==> config.mk <==
export PLATFORM = sky130hd
export DESIGN_NAME = instr_encoder
export DESIGN_NICKNAME = d
export VERILOG_FILES = /design/src/rtl/instr_encoder.sv
export SDC_FILE = /design/constraint.sdc
export NUM_CORES = 1
export LEC_CHECK = 0
export ABC_CLOCK_PERIOD_IN_PS = 1700
export BUFFER_PORTS_ARGS = -buffer_cell sky130_fd_sc_hd__buf_2
export CORE_MARGIN = 8
export CORE_UTILIZATION = 40
export CTS_CLUSTER_DIAMETER = 100
export DETAILED_ROUTE_END_ITERATION = 6
export PLACE_DENSITY = 0.63
export SYNTH_ARGS = -nofsm -noshare
export SYNTH_HDL_FRONTEND = slang
export SYNTH_SLANG_ARGS = --single-unit
==> constraint.sdc <==
create_clock -name i_clk -period 1.7 [get_ports i_clk]
set_input_delay 0.17 -clock i_clk [delete_from_list [all_inputs] [get_ports i_clk]]
set_output_delay 0.17 -clock i_clk [all_outputs]
set_load 0.1 [all_outputs]
==> src/rtl/instr_encoder.sv <==
// instr_encoder: packs decoded instruction fields back into a 32-bit RV64I word.
// A one-entry output register with valid/ready on both sides; the LI pseudo-op
// (load a 32-bit constant) expands into LUI followed by ADDIW over two beats.
// Optional feature: define IMM_RANGE_CHECK_EN to flag immediates that do not fit
// the selected format on o_imm_err (otherwise o_imm_err is tied low).
module instr_encoder #(
  parameter int TYPE_W = 3,
  parameter int XLEN   = 32
) (
  input  logic              i_clk,
  input  logic              i_arstn,
  input  logic              i_valid,
  output logic              o_ready,
  input  logic [TYPE_W-1:0] i_imm_type,
  input  logic [6:0]        i_opcode,
  input  logic [4:0]        i_rd,
  input  logic [4:0]        i_rs1,
  input  logic [4:0]        i_rs2,
  input  logic [2:0]        i_funct3,
  input  logic [6:0]        i_funct7,
  input  logic [XLEN-1:0]   i_imm,
  output logic              o_valid,
  input  logic              i_ready,
  output logic [31:0]       o_instr,
  output logic              o_last,
  output logic              o_illegal,
  output logic              o_imm_err
);

  localparam logic [TYPE_W-1:0] TYPE_I  = TYPE_W'(0);
  localparam logic [TYPE_W-1:0] TYPE_S  = TYPE_W'(1);
  localparam logic [TYPE_W-1:0] TYPE_B  = TYPE_W'(2);
  localparam logic [TYPE_W-1:0] TYPE_J  = TYPE_W'(3);
  localparam logic [TYPE_W-1:0] TYPE_U  = TYPE_W'(4);
  localparam logic [TYPE_W-1:0] TYPE_R  = TYPE_W'(5);
  localparam logic [TYPE_W-1:0] TYPE_LI = TYPE_W'(6);

  localparam logic [6:0] OPC_LUI   = 7'b0110111;
  localparam logic [6:0] OPC_ADDIW = 7'b0011011;

  typedef enum logic {
    IDLE,
    SECOND
  } state_e;

  state_e      state_q, state_d;
  logic        valid_q, valid_d;
  logic [31:0] instr_q, instr_d;
  logic        last_q, last_d;
  logic        illegal_q, illegal_d;
  logic [4:0]  rd_q, rd_d;
  logic [11:0] lo12_q, lo12_d;

  logic [31:0] imm32;
  logic [31:0] liSum;
  logic [31:0] wordEnc;
  logic        isLi;
  logic        isIllegal;
  logic        accept;
  logic        drain;

  assign imm32     = i_imm[31:0];
  // Rounding by 0x800 compensates for ADDIW sign-extending its 12-bit immediate;
  // the sum deliberately wraps modulo 2^32.
  assign liSum     = imm32 + 32'h800;
  assign isLi      = (i_imm_type == TYPE_LI);
  assign isIllegal = (i_imm_type == TYPE_W'(7));

  assign o_ready = (state_q == IDLE) & (!valid_q | i_ready);
  assign accept  = i_valid & o_ready;
  assign drain   = valid_q & i_ready;

  assign o_valid   = valid_q;
  assign o_instr   = instr_q;
  assign o_last    = last_q;
  assign o_illegal = illegal_q;

  // Scatter the immediate into the bit positions of the selected single-beat format.
  always_comb begin
    wordEnc = 32'h0;
    case (i_imm_type)
      TYPE_I: wordEnc = {imm32[11:0], i_rs1, i_funct3, i_rd, i_opcode};
      TYPE_S: wordEnc = {imm32[11:5], i_rs2, i_rs1, i_funct3, imm32[4:0], i_opcode};
      TYPE_B: wordEnc = {imm32[12], imm32[10:5], i_rs2, i_rs1, i_funct3,
                         imm32[4:1], imm32[11], i_opcode};
      TYPE_J: wordEnc = {imm32[20], imm32[10:1], imm32[11], imm32[19:12], i_rd, i_opcode};
      TYPE_U: wordEnc = {imm32[31:12], i_rd, i_opcode};
      TYPE_R: wordEnc = {i_funct7, i_rs2, i_rs1, i_funct3, i_rd, i_opcode};
      default: wordEnc = 32'h0;
    endcase
  end

  // Output register and LI sequencing: load on accept, emit ADDIW when LUI drains.
  always_comb begin
    state_d   = state_q;
    valid_d   = valid_q;
    instr_d   = instr_q;
    last_d    = last_q;
    illegal_d = illegal_q;
    rd_d      = rd_q;
    lo12_d    = lo12_q;
    case (state_q)
      IDLE: begin
        if (accept) begin
          valid_d = 1'b1;
          if (isLi) begin
            instr_d   = {liSum[31:12], i_rd, OPC_LUI};
            last_d    = 1'b0;
            illegal_d = 1'b0;
            rd_d      = i_rd;
            lo12_d    = imm32[11:0];
            state_d   = SECOND;
          end else begin
            instr_d   = wordEnc;
            last_d    = 1'b1;
            illegal_d = isIllegal;
          end
        end else if (drain) begin
          valid_d = 1'b0;
        end
      end
      SECOND: begin
        if (drain) begin
          valid_d   = 1'b1;
          instr_d   = {lo12_q, rd_q, 3'b000, rd_q, OPC_ADDIW};
          last_d    = 1'b1;
          illegal_d = 1'b0;
          state_d   = IDLE;
        end
      end
      default: state_d = IDLE;
    endcase
  end

  // State and output register update with synchronous active-low reset.
  always_ff @(posedge i_clk) begin
    if (!i_arstn) begin
      state_q   <= IDLE;
      valid_q   <= 1'b0;
      instr_q   <= 32'h0;
      last_q    <= 1'b0;
      illegal_q <= 1'b0;
      rd_q      <= 5'd0;
      lo12_q    <= 12'h0;
    end else begin
      state_q   <= state_d;
      valid_q   <= valid_d;
      instr_q   <= instr_d;
      last_q    <= last_d;
      illegal_q <= illegal_d;
      rd_q      <= rd_d;
      lo12_q    <= lo12_d;
    end
  end

`ifdef IMM_RANGE_CHECK_EN
  logic signed [31:0] immS;
  logic               immErrCalc;
  logic               immErr_q;

  assign immS      = $signed(imm32);
  assign o_imm_err = immErr_q;

  // Flag immediates that the chosen format cannot represent exactly.
  always_comb begin
    immErrCalc = 1'b0;
    case (i_imm_type)
      TYPE_I, TYPE_S: immErrCalc = (immS < -32'sd2048) || (immS > 32'sd2047);
      TYPE_B: immErrCalc = (immS < -32'sd4096) || (immS > 32'sd4094) || imm32[0];
      TYPE_J: immErrCalc = (immS < -32'sd1048576) || (immS > 32'sd1048574) || imm32[0];
      TYPE_U: immErrCalc = (imm32[11:0] != 12'h0);
      default: immErrCalc = 1'b0;
    endcase
  end

  // The error flag travels with its word; the ADDIW beat and idle slots carry 0.
  always_ff @(posedge i_clk) begin
    if (!i_arstn) begin
      immErr_q <= 1'b0;
    end else if (accept) begin
      immErr_q <= immErrCalc;
    end else if (drain) begin
      immErr_q <= 1'b0;
    end
  end
`else
  assign o_imm_err = 1'b0;
`endif

endmodule
After elaboration in Yosys (flattened, before gate mapping). Index checks and enable logic that the tools add are counted.

Flip-flop bits (word level): 53. Bits of input ports: 71. Logic and storage cells: 47.

Mux-type cells: 19. Bitwise operators: 5. Reduce and logical (&&, ||, !) cells: 5. Equal/unequal tests: 10. Add/sub/neg operators: 1.

Operators with widths (count): one-hot mux 32 bit (6 select lines) (1); 2-to-1 mux 32 bit (3); one-hot mux 32 bit (2 select lines) (1); adder 32 x 12 -> 32 bit, second input constant (1); == test 3 bit, second input constant (4); 2-to-1 mux 1 bit (10); one-hot mux 1 bit (2 select lines) (4); == test 3 x 2 -> 1 bit, second input constant (2); AND reduction 2 bit (2); AND 1 bit (3); == test 3 x 1 -> 1 bit, second input constant (1); zero test 3 bit (1); inequality test 3 bit, second input constant (1); AND reduction 3 bit (1); inequality test 2 x 1 -> 1 bit, second input constant (1); inequality test 2 bit, second input constant (1); zero test 1 bit (1); NOT 1 bit (1); OR 1 bit (1).

Depth between registers and ports, before layout. Gate-level depths: netlist (run 1).

Depth in word-level cells: 6. Depth in mapped cells: 7.

Worst setup path before layout (run 1). Ideal clock, no wire load.

Path kind: reg-to-output. Start: reg valid_q, in the netlist o_valid. End: out o_ready. Path slack: -0.712 ns. Cell stages (with the launch flop): 3. Data arrival time: 2.242 ns. Path buffers: 0. Cell sequence: dfxtp_1 > nor2b_1 > nor2_1.

Cells in the longest elaborated chain, start to end: 3.

Ends and longest elaborated chain: start, declared (line 47) `logic valid_q, valid_d;`; start signal, assigned (line 147) `valid_q <= valid_d;`; zero test 1 bit (line 69) `assign o_ready = (state_q == IDLE) & (!valid_q | i_ready);`; OR 1 bit (line 69); AND 1 bit (line 69); end, declared (line 13) `output logic o_ready,`.

No other way between the ends.

Worst setup path after layout (run 1).
Start: reg state_q. End: reg instr_q[22], in the netlist o_instr[22].

Cells in the longest elaborated chain, start to end: 5. Elaborated cells between the ends (all ways): 7. Those cells by class: eq/ne: 2; mux: 1; bitwise: 3; reduce/logical: 1.

Ends and longest elaborated chain: start, declared (line 46) `state_e state_q, state_d;`; start signal, assigned (line 146) `state_q <= state_d;`; NOT 1 bit; AND 1 bit (line 69); AND 1 bit (line 70) `assign accept = i_valid & o_ready;`; inequality test 2 bit (no source line); AND reduction 2 bit (no source line); end signal, assigned (line 148) `instr_q <= instr_d;`; end, declared (line 48) `logic [31:0] instr_q, instr_d;`.

Several ways; a longest one is shown, not always the timed one. A chain may end at the register's enable or synchronous reset.

==> metrics.sh, run 1 <==
OUTCOME='completed'
SYNTH-EDFF-COUNT=0
SYNTHARSTFLOPSHARE=0
FILLERS=796
SYN_INST=418
CLKLATENCYLATEPIN_PS=310
SYNTH.TOP_CELLS.BY_AREA='dfxtp_1 (34%), nand2_1 (8.2%), a21oi_1 (6.8%)'
ANTENNADIODECOUNT=0
PLACED_CELL_AREA_MM2=0.00400
CRITICAL_PATH_BUF_INV_COUNT=1
SYNTH.DISTINCT_CELLS=51
CORE_AREA_MM2=0.00769
REGTOREGSTARTPOINT='state_q'
GP_CONGESTION=0.897
INITIAL_CORE_UTIL=0.411
P_INT_mW=2.12
REG2REGPATHDEPTH=5
SYNTH_TOP_AREA_CELL='dfxtp_1'
DETAIL-ROUTE-ANTENNA-NETS=0
SEQUENTIALPOWERSHARE=0.387
RELSLEWSLACK=0.653
HOLD_CLASS='in -> reg'
I_O_PIN_COUNT=108
STDCELL_COUNT=641
GR-TOTAL-OVERFLOW=0
POWER.CLOCK.FRACTION=0.263
FIN_SETUP_TNS_PS=0
ROUTE.DETAILED.VIAS_PER_INST=5.69
SYNTH_AREA_PER_CELL_UM2=7.56
R2R_END='o_instr[22]'
DR_TOTAL_VIAS=3645
BUSIEST_GRT_LAYER='met2'
REMAINING_DRC_ERRORS=0
POWER_DENSITY_mW_PER_MM2=850
PLACE_INST=633
VIA_COUNT_OF_THE_FIRST_GLOBAL_ROUTING_PASS=3609
TIMING.CRITICAL_PATH.FROM_TYPE='register'
CTSHTREEMAXLEVEL=2
WORST_HOLD_SLACK_PS=97.6
CTS_SETUP_BUFFERS=0
ROUTEDWLPERCELL_UM=18.3
FMAX_MHz=609
NNETSFINAL=610
DETAIL_ROUTE.ITER0.VIOLATIONS=256
POWER.SHARE.SWITCHING=0.395
AREA_TAKEN_BY_MULTI_INPUT_LOGIC_GATES_MM2=0.00195
WORST_SETUP_PATH_END_KIND='register'
DP_HPWL_MM=9.17
CP_MAX_FO=8
SYNTH_FP_NETS=490
FINAL_LAYOUT_SIZE_SUFFIX_GT1_FRAC=0.312
TIMING.CRITICAL_PATH.SLOWEST_STAGE_CELL='or3_4'
GRT_START_MAX_NET_PINS=27
PATH_CLK_SLEW_PS=100
FINISH.UTILIZATION=0.537
SKEW_PS=4.29
PLEAK_nW=1.73
FF2FF_SETUP_SLACK_PS=60
TIMING.FINAL.WS_SETUP_PS=59.0
RSZ_0062_RAISED_AFTER_GLOBAL_ROUTING='false'
WORSTHOLDSTART='i_imm[8]'
FLOORPLAN.DIE_AREA_MM2=0.0110
DPL_WORST_SLACK_PS=-49.0
CTS_BUFFERS=5
YOSYS_WARNINGS=0
WORST_PATH_MAX_STAGE_DELAY_PS=450
QUANTITY_OF_I_O_BUFFERS_INSERTED_ON_PORTS=106
CLOCK-SINKS=53
TOTAL_SWITCHING_POWER_mW=1.38
YS_FF_LATCH=53
HOLD_BUFFERS=0
REGAREA_MM2=0.00107
GRT_FIRST_PASS_WIRELENGTH_MM=18.5
COUNT_OF_PINS_OVER_THEIR_SLEW_LIMIT=0
CRITICAL_PATH_REQUIRED_PS=1900
FINALPOWER_mW=3.51
ROW_COUNT=32
TIMING_WORST_SETUP_PATH_TYPE='reg -> reg'
POSTLAYOUTCELLAREA_MM2=0.00413
GRTUSAGEMET2=0.338
IRDROPWORSTVDD_mV=0.418
MAPPEDNETLISTAREA_MM2=0.00316
DRV_CAP=0
YS_SEQ_AREA_FRAC=0.336
CRITICAL_PATH_ARRIVAL_PS=1840
YS.FLOP_TYPE='dfxtp_1'
HOLDPATHEND='lo12_q[8]'
CRITICAL_PATH.TOP_DELAY_FAMILY='simple AND/OR/NAND/NOR gates'
MET1_CAPACITY_USAGE_DURING_GLOBAL_ROUTING=0.264
FINAL_COMMON_CELL='buf_2'
TIMING.FINAL.HOLD_VIOLATIONS=0
FLOW.AREA_GROWTH_FROM_SYNTHESIS_PCT=30.6
TRACK_USAGE=0.206
CLK_ROOT_BUFFER_CELL='clkbuf_8'
TIMING.FINAL.CRIT_PERIOD_PS=1640
HIGHEST_COUNT_CELLS_IN_THE_LAYOUT_IGNORING_FILL_AND_TAPS='buf_2 (106), nand2_1 (69), dfxtp_1 (51)'
NETLIST.AREA_LEADER.SHARE=0.336
DIE_HEIGHT_UM=105
MAX_SLEW.WORST_PIN.SLEW_PS=519
SETUP_VIOL=0
CRITICAL_PATH_CELL_COUNT=5
WORSTHOLDPATHCELLS=3
CRIT_CHAIN='mux2i_2 > or3_4 > buf_4 > a211oi_1 > a21oi_1'
MIN_PERIOD_OVER_PERIOD=0.965
COMBINATIONALPOWERSHARE=0.350
DR.PASS1.ITERS=5
ROUTED_WL_MM=11.7
CTS.PATH.MAX_BUFFERS=2
MET3_TRACK_DEMAND_OVER_RESOURCE_IN_GLOBAL_ROUTING=0.0399
CHIPWIDTH_UM=105
GRT_ANTENNA_BEFORE_REPAIR=0
TRITONCTS_CLOCK_TREE='yes'
[tightest hold or removal path: stages]
cell and delay (ps):
buf_2 100, nand2_1 50, a21oi_1 50
[layout make-up]
| class | instances | area share |
|---|---|---|
| inverter | 7 | 0.00637 |
| timing repair buffer | 144 | 0.204 |
| clock inverter | 2 | 0.00910 |
| sequential | 53 | 0.258 |
| tap | 102 | 0.0309 |
| clock buffer | 6 | 0.0200 |
| multi-input combinational | 327 | 0.471 |
[power groups by stage]
stage,clock network [mW],registers [mW],logic (mW)
global placement,0,1.38,1.21
CTS,0.938,1.36,1.23
detailed placement,0,1.39,1.22
finish,0.924,1.36,1.23
global route,0.988,1.37,1.30
floorplan,0,1.85,0.395
[synth_stat cells, types with 3 or more instances]
| master | instances |
|---|---|
| nand3b_1 | 7 |
| nor2b_1 | 8 |
| nand2_1 | 69 |
| o2bb2ai_1 | 4 |
| and2_1 | 3 |
| a222oi_1 | 3 |
| a31oi_1 | 8 |
| a221oi_1 | 4 |
| o32ai_1 | 4 |
| nand3_1 | 13 |
| mux2_2 | 6 |
| nor4_1 | 3 |
| a22o_1 | 4 |
| a21oi_1 | 43 |
| o22ai_1 | 5 |
| o21a_1 | 4 |
| nor2_1 | 29 |
| buf_4 | 4 |
| and3_1 | 3 |
| xnor2_1 | 7 |
| clkbuf_1 | 14 |
| inv_1 | 6 |
| o211ai_1 | 5 |
| dfxtp_1 | 53 |
| nand4_1 | 6 |
| mux2i_1 | 3 |
| a211oi_1 | 3 |
| a311oi_1 | 3 |
| a22oi_1 | 21 |
| xor2_1 | 11 |
| nor3_1 | 12 |
| o21ai_0 | 15 |
| buf_2 | 11 |
[metal layers]
metal	part of all wire	routed length (um)	up-vias
li1	-	-	1758
met1	0.44	5220	1710
met2	0.46	5440	157
met3	0.074	869	20
met4	0.018	217	0
met5	0	0	-
[state kept, by name (all words and copies together) (netlist names)]
signal and flops:
lo12_q 12, o_illegal 1, o_instr 32, o_last 1, o_valid 1, rd_q 5
state_q 1
[cells by family after synthesis]
group,share of synthesized area
simple gates,0.249
compound gates,0.275
flops,0.336
buf+inv,0.0543
xor+xnor,0.0499
mux,0.0309
fa+ha+maj,0.00396
other cells,0.00119
[worst max-delay path by stage]
stage / startpoint / end / slack, ps
3_3_place_gp: state_q / o_instr[22] / -50
4_1_cts: state_q / o_instr[22] / 40
6_report: state_q / o_instr[22] / 60
3_5_place_dp: state_q / o_instr[22] / -50
5_1_grt: state_q / lo12_q[7] / 4
2_1_floorplan: o_valid / o_instr[23] / -10
[timing repair]
item	in CTS	in global routing
pin swaps	0	1
gates resized for setup	1	1
endpoints found under the hold margin	0	0
setup endpoints to repair	12	6
cloned	0	0
Power figures use the tool's default switching activity.
==> run 2: changes to the inputs <==
--- a/config.mk
+++ b/config.mk
@@ -7,11 +7,12 @@
 export LEC_CHECK = 0
 export ABC_CLOCK_PERIOD_IN_PS = 1700
 export BUFFER_PORTS_ARGS = -buffer_cell sky130_fd_sc_hd__buf_2
-export CORE_MARGIN = 8
+export CORE_MARGIN = 2
 export CORE_UTILIZATION = 40
 export CTS_CLUSTER_DIAMETER = 100
 export DETAILED_ROUTE_END_ITERATION = 6
 export PLACE_DENSITY = 0.63
+export SETUP_SLACK_MARGIN = 0.1
 export SYNTH_ARGS = -nofsm -noshare
 export SYNTH_HDL_FRONTEND = slang
 export SYNTH_SLANG_ARGS = --single-unit
==> metrics.sh, run 2 (synthesized netlist as in run 1, its figures left out) <==
HOLD_CLASS='in -> reg'  # unchanged
CLKLATENCYLATEPIN_PS=320  # was 310 ps
REMAINING_DRC_ERRORS=0  # unchanged
GRT_START_MAX_NET_PINS=31  # was 27
CRIT_CHAIN='mux2i_2 > or3_4 > a221o_1 > a211oi_2 > nor3_1'  # was mux2i_2 > or3_4 > buf_4 > a211oi_1 > a21oi_1
TOTAL_SWITCHING_POWER_mW=1.40  # was 1.38 mW
CORE_AREA_MM2=0.00769  # unchanged
PLEAK_nW=1.74  # was 1.73 nW
LARGEST_REGISTER_FF_COUNT=32  # unchanged
CTSHTREEMAXLEVEL=2  # unchanged
TRACK_USAGE=0.264  # was 0.206
COUNT_OF_PINS_OVER_THEIR_SLEW_LIMIT=0  # unchanged
MAX_SLEW.WORST_PIN.SLEW_PS=570  # was 519 ps
HIGHEST_COUNT_CELLS_IN_THE_LAYOUT_IGNORING_FILL_AND_TAPS='buf_2 (106), nand2_1 (69), dfxtp_1 (51)'  # unchanged
VIA_COUNT_OF_THE_FIRST_GLOBAL_ROUTING_PASS=3617  # was 3609
ROUTEDWLPERCELL_UM=17.4  # was 18.3 um
POWER.SHARE.SWITCHING=0.418  # was 0.395
ROUTED_WL_MM=11.2  # was 11.7 mm
DR.PASS1.ITERS=5  # unchanged
ROUTE.DETAILED.VIAS_PER_INST=5.78  # was 5.69
DIE_HEIGHT_UM=92.9  # was 105 um
PLACE_INST=636  # was 633
P_INT_mW=1.95  # was 2.12 mW
SEQUENTIALPOWERSHARE=0.405  # was 0.387
GRT_FIRST_PASS_WIRELENGTH_MM=17.9  # was 18.5 mm
PATH_CLK_SLEW_PS=110  # was 100 ps
TIMING.CRITICAL_PATH.SLOWEST_STAGE_CELL='or3_4'  # unchanged
QUANTITY_OF_I_O_BUFFERS_INSERTED_ON_PORTS=106  # unchanged
CTS_BUFFERS=5  # unchanged
SETUP_VIOL=0  # unchanged
RSZ_0062_RAISED_AFTER_GLOBAL_ROUTING='true'  # was false
NNETSFINAL=613  # was 610
GRT_ANTENNA_BEFORE_REPAIR=0  # unchanged
POWER.CLOCK.FRACTION=0.223  # was 0.263
FLOORPLAN.DIE_AREA_MM2=0.00862  # was 0.0110 mm^2
TIMING.FINAL.CRIT_PERIOD_PS=1600  # was 1640 ps
SKEW_PS=5.71  # was 4.29 ps
FINAL_LAYOUT_SIZE_SUFFIX_GT1_FRAC=0.319  # was 0.312
TIMING.CRITICAL_PATH.FROM_TYPE='register'  # unchanged
POWER_DENSITY_mW_PER_MM2=805  # was 850 mW/mm^2
CTS.PATH.MAX_BUFFERS=2  # unchanged
MIN_PERIOD_OVER_PERIOD=0.942  # was 0.965
TRITONCTS_CLOCK_TREE='yes'  # unchanged
IRDROPWORSTVDD_mV=0.360  # was 0.418 mV
INITIAL_CORE_UTIL=0.411  # unchanged
COMBINATIONALPOWERSHARE=0.372  # was 0.350
DETAIL-ROUTE-ANTENNA-NETS=0  # unchanged
TIMING_WORST_SETUP_PATH_TYPE='reg -> reg'  # unchanged
WORST_HOLD_SLACK_PS=87.1  # was 97.6 ps
GR-TOTAL-OVERFLOW=0  # unchanged
I_O_PIN_COUNT=108  # unchanged
DR_TOTAL_VIAS=3722  # was 3645
RELSLEWSLACK=0.619  # was 0.653
WORST_SETUP_PATH_END_KIND='register'  # unchanged
CLK_ROOT_BUFFER_CELL='clkbuf_8'  # unchanged
DRV_CAP=0  # unchanged
CRITICAL_PATH.TOP_DELAY_FAMILY='simple AND/OR/NAND/NOR gates'  # unchanged
CLOCK-SINKS=53  # unchanged
WORST_PATH_MAX_STAGE_DELAY_PS=460  # was 450 ps
FLOW.AREA_GROWTH_FROM_SYNTHESIS_PCT=31.9  # was 30.6%
FMAX_MHz=624  # was 609 MHz
DP_HPWL_MM=8.49  # was 9.17 mm
CRITICAL_PATH_REQUIRED_PS=1920  # was 1900 ps
ROW_COUNT=32  # unchanged
FINAL_COMMON_CELL='buf_2'  # unchanged
DETAIL_ROUTE.ITER0.VIOLATIONS=208  # was 256
HOLD_BUFFERS=0  # unchanged
CHIPWIDTH_UM=92.9  # was 105 um
CP_MAX_FO=6  # was 8
CRITICAL_PATH_BUF_INV_COUNT=0  # was 1
GP_CONGESTION=0.933  # was 0.897
OUTCOME='completed'  # unchanged
CRITICAL_PATH_ARRIVAL_PS=1820  # was 1840 ps
FILLERS=789  # was 796
ANTENNADIODECOUNT=0  # unchanged
STDCELL_COUNT=644  # was 641
TIMING.FINAL.HOLD_VIOLATIONS=0  # unchanged
[run 2: cell count changes in the layout (fill, tap and decap cells not counted), sizes merged]
cell / delta
buf: +3
bufinv: -1
clkbuf: -1
clkinv: +1
inv: +1
[run 2: repair_timing]
action	CTS	global route
resized for setup	3	5
hold endpoints to repair	0	0
setup endpoints to repair	34	31
setup buffers	0	0
gates cloned	0	0
pin swaps	1	0
[run 2: area by class of cell]
type	instances	area, um^2	share of cell area
multi-input cells	327	1960	0.471
flip-flops and latches	53	1070	0.256
repair buffers	147	892	0.214
well taps	102	128	0.0306
clock buffers	5	68.8	0.0165
inverters	7	26.3	0.00631
clock inverters	3	21.3	0.00511
[run 2: metal layers]
layer,vias up,routed length (um),track usage
met5,-,0,0
met4,0,418,0.114
met3,34,773,0.0439
met2,163,5090,0.435
met1,1761,4930,0.340
li1,1764,-,-
[run 2: metrics by stage]
step / setup WS (ps) / total power, mW / setup TNS, ps / area (um^2) / utilization
2_1_floorplan: -10.5 / 2.25 / -20.9 / 3200 / -
3_3_place_gp: 45.4 / 2.61 / 0 / 4050 / 0.527
3_5_place_dp: -36.7 / 2.62 / -50.4 / 4050 / 0.527
4_1_cts: 103 / 3.36 / 0 / 4150 / 0.540
5_1_grt: 26.0 / 3.50 / 0 / 4170 / 0.542
6_report: 98.0 / 3.35 / 0 / 4170 / 0.542
[run 2: final timing paths]
| check | startpoint | endpoint | slack (ps) | depth (start not counted) |
|---|---|---|---|---|
| max | state_q | o_instr[23] | 100 | 5 |
| min | i_imm[5] | lo12_q[5] | 90 | 3 |
| max reg2reg | state_q | o_instr[23] | 100 | 5 |
| min reg2reg | lo12_q[3] | lo12_q[3] | 460 | 2 |
[run 2: power by group through the flow]
stage               sequential [mW]  combinational, mW  clock [mW]
floorplan                      1.85              0.402           0
global placement               1.39               1.22           0
detailed placement             1.39               1.23           0
CTS                            1.36               1.24       0.769
global route                   1.37               1.32       0.815
finish                         1.36               1.25       0.750
[run 2: worst register-to-register path: stages, from the launching register on]
cell	delay [ps]
dfxtp_4	370
mux2i_2	170
or3_4	460
a221o_1	290
a211oi_2	160
nor3_1	60
